`config.mk`:
```
export PLATFORM = sky130hd
export DESIGN_NAME = par_chk_serial
export DESIGN_NICKNAME = d
export VERILOG_FILES = /design/src/rtl/par_chk_serial.sv
export SDC_FILE = /design/constraint.sdc
export NUM_CORES = 1
export LEC_CHECK = 0
export CAP_MARGIN = 20
export CORE_ASPECT_RATIO = 1.2
export CORE_MARGIN = 2
export CORE_UTILIZATION = 51
export CTS_CLUSTER_DIAMETER = 60
export DETAILED_ROUTE_END_ITERATION = 6
export GPL_TIMING_DRIVEN = 0
export PLACE_DENSITY = 0.82
export SLEW_MARGIN = 20
export SYNTH_ARGS = -nofsm -noshare
export SYNTH_HDL_FRONTEND = slang
export SYNTH_SLANG_ARGS = --single-unit
```
`constraint.sdc`:
```
create_clock -name clk -period 2.2 [get_ports clk]
set_input_delay 0.44 -clock clk [delete_from_list [all_inputs] [get_ports clk]]
set_output_delay 0.44 -clock clk [all_outputs]
set_load 0.02 [all_outputs]
```
`src/rtl/par_chk_serial.sv`:
```
// Serial UART RX parity checker: accumulates parity bit-by-bit, assembles the
// data word, flags parity errors and keeps a saturating error count.
module par_chk_serial #(
  parameter int MAX_DATA_WIDTH = 9,
  parameter int MIN_DATA_WIDTH = 5,
  parameter int CNT_WIDTH      = 8,
  localparam int LEN_W         = $clog2(MAX_DATA_WIDTH + 1)
) (
  input  logic                      clk,
  input  logic                      rst,
  input  logic                      start,
  input  logic [LEN_W-1:0]          data_len,
  input  logic                      par_en,
  input  logic [1:0]                par_mode,
  input  logic                      bit_valid,
  input  logic                      sampled_bit,
  input  logic                      err_cnt_clr,
  output logic [MAX_DATA_WIDTH-1:0] P_DATA,
  output logic                      par_err,
  output logic                      chk_done,
  output logic                      busy,
  output logic [CNT_WIDTH-1:0]      err_cnt
);

  typedef enum logic [1:0] {
    IDLE   = 2'd0,
    DATA   = 2'd1,
    PARITY = 2'd2
  } state_t;

  state_t           state;
  logic             acc;
  logic [LEN_W-1:0] cnt;
  logic [LEN_W-1:0] len_q;
  logic             par_en_q;
  logic [1:0]       mode_q;
  logic             par_mis;
  logic             err_inc;

  // Out-of-range lengths fall back to the widest frame.
  function automatic logic [LEN_W-1:0] clamp_len(input logic [LEN_W-1:0] l);
    if (l < LEN_W'(MIN_DATA_WIDTH) || l > LEN_W'(MAX_DATA_WIDTH))
      return LEN_W'(MAX_DATA_WIDTH);
    return l;
  endfunction

  function automatic logic [CNT_WIDTH-1:0] sat_inc(input logic [CNT_WIDTH-1:0] c);
    if (&c)
      return c;
    return c + CNT_WIDTH'(1);
  endfunction

  function automatic logic exp_parity(input logic a, input logic [1:0] mode);
    case (mode)
      2'b00:   return a;
      2'b01:   return ~a;
      2'b10:   return 1'b1;
      default: return 1'b0;
    endcase
  endfunction

  assign par_mis = (sampled_bit != exp_parity(acc, mode_q));
  assign err_inc = (state == PARITY) && bit_valid && !start && par_mis;

  always_ff @(posedge clk) begin
    if (rst) begin
      state    <= IDLE;
      acc      <= 1'b0;
      cnt      <= '0;
      len_q    <= '0;
      par_en_q <= 1'b0;
      mode_q   <= 2'b00;
      P_DATA   <= '0;
      par_err  <= 1'b0;
      chk_done <= 1'b0;
      busy     <= 1'b0;
      err_cnt  <= '0;
    end else begin
      chk_done <= 1'b0;

      if (err_cnt_clr)
        err_cnt <= err_inc ? CNT_WIDTH'(1) : '0;
      else if (err_inc)
        err_cnt <= sat_inc(err_cnt);

      // A start always wins, aborting any frame in flight silently.
      if (start) begin
        len_q    <= clamp_len(data_len);
        par_en_q <= par_en;
        mode_q   <= par_mode;
        acc      <= 1'b0;
        cnt      <= '0;
        P_DATA   <= '0;
        par_err  <= 1'b0;
        state    <= DATA;
        busy     <= 1'b1;
      end else begin
        case (state)
          DATA: begin
            if (bit_valid) begin
              P_DATA[cnt] <= sampled_bit;
              acc         <= acc ^ sampled_bit;
              cnt         <= cnt + LEN_W'(1);
              if (cnt == len_q - LEN_W'(1)) begin
                if (par_en_q) begin
                  state <= PARITY;
                end else begin
                  par_err  <= 1'b0;
                  chk_done <= 1'b1;
                  state    <= IDLE;
                  busy     <= 1'b0;
                end
              end
            end
          end
          PARITY: begin
            if (bit_valid) begin
              par_err  <= par_mis;
              chk_done <= 1'b1;
              state    <= IDLE;
              busy     <= 1'b0;
            end
          end
          default: begin
            state <= IDLE;
            busy  <= 1'b0;
          end
        endcase
      end
    end
  end

endmodule

```
==> results of run 1 <==
==> flip-flops by register name (all words and copies together), names as in the netlist <==
name / count
P_DATA: 9
acc: 1
busy: 1
chk_done: 1
cnt: 4
err_cnt: 8
len_q: 4
mode_q: 2
par_en_q: 1
par_err: 1
state: 2
==> power breakdown <==
part | internal, W | switching [W]
Sequential | 0.000626 | 0.00000894
Clock | 0.000339 | 0.000226
Combinational | 0.0000559 | 0.0000621
==> layout by cell type, fill, tap and decap left out, drive strengths merged, types with 2 or more instances in the layout <==
cell and instances:
dfxtp 34, clkdlybuf4s50 32, nand2 26, a21oi 20, nor2 17, nand3 14
clkbuf 12, inv 10, ha 8, o21ai 7, xor2 6, nor3 6
mux2i 5, nor2b 5, nand4 5, buf 5, xnor2 4, a211oi 3
and3 3, or4 3, o31ai 2, or3 2, o211ai 2, or2 2
nor3b 2
==> Yosys cell counts, drive strengths merged, types with 2 or more instances <==
cell type,number
ha,8
nor2b,5
a211oi,3
nand3,14
and3,3
mux2i,5
o211ai,2
clkbuf,5
nor3b,2
o21ai,7
a21oi,20
buf,5
nor3,6
nor2,17
or2,2
xor2,6
nand4,5
xnor2,4
or3,2
nand2,26
or4,3
o31ai,2
dfxtp,34
inv,10
==> metal layers <==
layer,GRT usage,vias up,share of wire
met3,0.0728,6,0.044
met4,0.0959,0,0.019
met1,0.241,698,0.45
li1,-,800,-
met2,0.355,36,0.48
met5,0,-,0
==> stage by stage <==
step	power (W)	utilization	hold WS, ns	cell area, µm²
2_1_floorplan	0.000717	-	0.454	1700
3_3_place_gp	0.000760	0.631	0.442	2070
3_5_place_dp	0.000763	0.631	0.454	2070
4_1_cts	0.00133	0.664	0.463	2180
5_1_grt	0.00137	0.668	0.479	2190
6_report	0.00132	0.668	0.457	2190
==> cell type report <==
cell class,count,area [µm²]
fillers,275,1090
multi-input cells,153,956
flip-flops and latches,34,681
repair buffers,32,320
clock buffers,7,76.3
well taps,37,46.3
plain buffers,10,43.8
inverters,10,37.5
clock inverters,1,30.0
==> worst max path at each step <==
stage | to | depth (start not counted) | from | slack [ns]
final | err_cnt[5]$_SDFFE_PP0P_ | 7 | sampled_bit | 0.15
after global routing | err_cnt[5]$_SDFFE_PP0P_ | 7 | sampled_bit | 0.02
after CTS | acc$_SDFFE_PP0P_ | 6 | start | 0.03
after detailed placement | acc$_SDFFE_PP0P_ | 6 | start | -0.28
after global placement | acc$_SDFFE_PP0P_ | 6 | start | -0.25
after floorplan | err_cnt[5]$_SDFFE_PP0P_ | 7 | err_cnt[0]$_SDFFE_PP0P_ | 0.44
==> logic make-up (layout without fill, tap and decap cells) <==
logic type	after synthesis	after routing	synth area share
buffers and inverters	20	60	0.0470
adder cells (fa/ha/maj)	8	8	0.0587
flip-flops	34	34	0.399
XOR/XNOR	11	11	0.0646
AO/OA/AOI/OAI	40	40	0.140
AND/OR/NAND/NOR	89	89	0.261
multiplexers	5	5	0.0294
==> critical path, delay by kind of cell <==
kind,cells,cell delay [ns]
compound gates,1,0.14
xor+xnor,2,0.43
buf+inv,2,0.71
simple gates,2,0.54
==> metrics.cfg, run 1 <==
[synth]
synth_seq_cells=34
ys.flop_type=dfxtp_1
async_reset_ff_frac=0
syn_inst=207
ys_seq_area_frac=0.399
syn_avg_cell_area_um2=8.23
netlist_area_um2=1700
synth_top_area_cell=dfxtp_1
syn-num-nets=228
synth_edf_count=0
yosys_warnings=0
synth_cell_types=41
synth.area.top_cells=dfxtp_1, a21oi_1, ha_1, nand2_1, nand3_1
synth_top_area_share=0.399

[route]
post_drt_wl_per_cell_um=12.7
postRouteAntennaNets=0
viasPerCell=5.42
drc=0
drtIter0Drc=29
dr.pass1.iters=4
vias=1540
wl_mm=3.60

[die]
die_y_um=67.3
num_rows=23
start_util=0.519
ioPinCount=33
die-area_um2=3820
fp.coreArea_um2=3280
die_x_um=56.8

[critical_path]
cp-start-kind=input port
crit_path_max_incr_delay_ns=0.51
reg2reg_slack_ns=0.40
crit_type=input port to flip-flop
r2r_cells=7
crit_slowest_cell=clkdlybuf4s50_1
reg2reg_to=err_cnt[5]$_SDFFE_PP0P_
crit_fanout=10
arrival_ns=2.27
path_cells=clkdlybuf4s50_1 -> xor2_1 -> xnor2_2 -> nand4_1 -> buf_2 -> or4_1 -> a21oi_1
cp-end-kind=flip-flop
cp_data_required_time_ns=2.42
r2r-start=err_cnt[0]$_SDFFE_PP0P_

[placed_design]
numPlacedInstances=276
gp_congestion=0.798
port_buffers=32
dp_slack_ns=-0.283
dp.final_hpwl_mm=2.54

[power_and_ir_drop]
p_leak_nw=0.780
power.density_nw_per_um2=602
peakVddDrop_mv=0.746

[sta]
fin_tns_setup_ns=0
setup_viol=0
rsz0062_at_grt=no
fin_crit_sh=0.931
finalClockSkew_ns=0.00781
max_freq_mhz=488
fin_crit_ns=2.05
worst_pin_slew_ns=0.464
slew_violations=0
worst_slack_ns=0.153
slew_headroom=0.689
finalHoldViolations=0

[final_layout]
finalNetCount=267
stdcell_count=284
n_antenna_cell=0
drive_gt1_frac=0.0729
area_delta_synth_final_pct=28.6

[clock_tree]
numClockSinks=34
numCtsBuffers=5
clockBufferDepth=2
cts_hold_buf=0
cts_resized=0
clock_latency_ns=0.30
cts-htree-levels=2
cts_tree=built
cts.clk_slew.worst_paths_ns=0.07
post-cts-setup-buffers=0
root_buffer=clkbuf_8

[worst_hold_path]
min_to=P_DATA[4]$_SDFFE_PP0P_
holdCritStartpoint=P_DATA[4]$_SDFFE_PP0P_
min_delay_path_depth=2
hold_class=flip-flop to flip-flop

[job]
cap_violations=0

[global_routing]
grt_pass1_wl_mm=6.10
grt_pass1_vias=1428
antenna_found_initial=0
grt_overflow_total=0
grt_util_all_layers=0.210
grt_max_degree=11

[status]
outcome=finished, final reports clean

(Power assumes the default switching activity.)
==> run 2, diff against run 1 <==
--- a/config.mk
+++ b/config.mk
@@ -13,7 +13,6 @@
 export DETAILED_ROUTE_END_ITERATION = 6
 export GPL_TIMING_DRIVEN = 0
 export PLACE_DENSITY = 0.82
-export SLEW_MARGIN = 20
 export SYNTH_ARGS = -nofsm -noshare
 export SYNTH_HDL_FRONTEND = slang
 export SYNTH_SLANG_ARGS = --single-unit
==> results of run 2 <==
The final DEF is identical to that of run 1; final timing and power are the same.
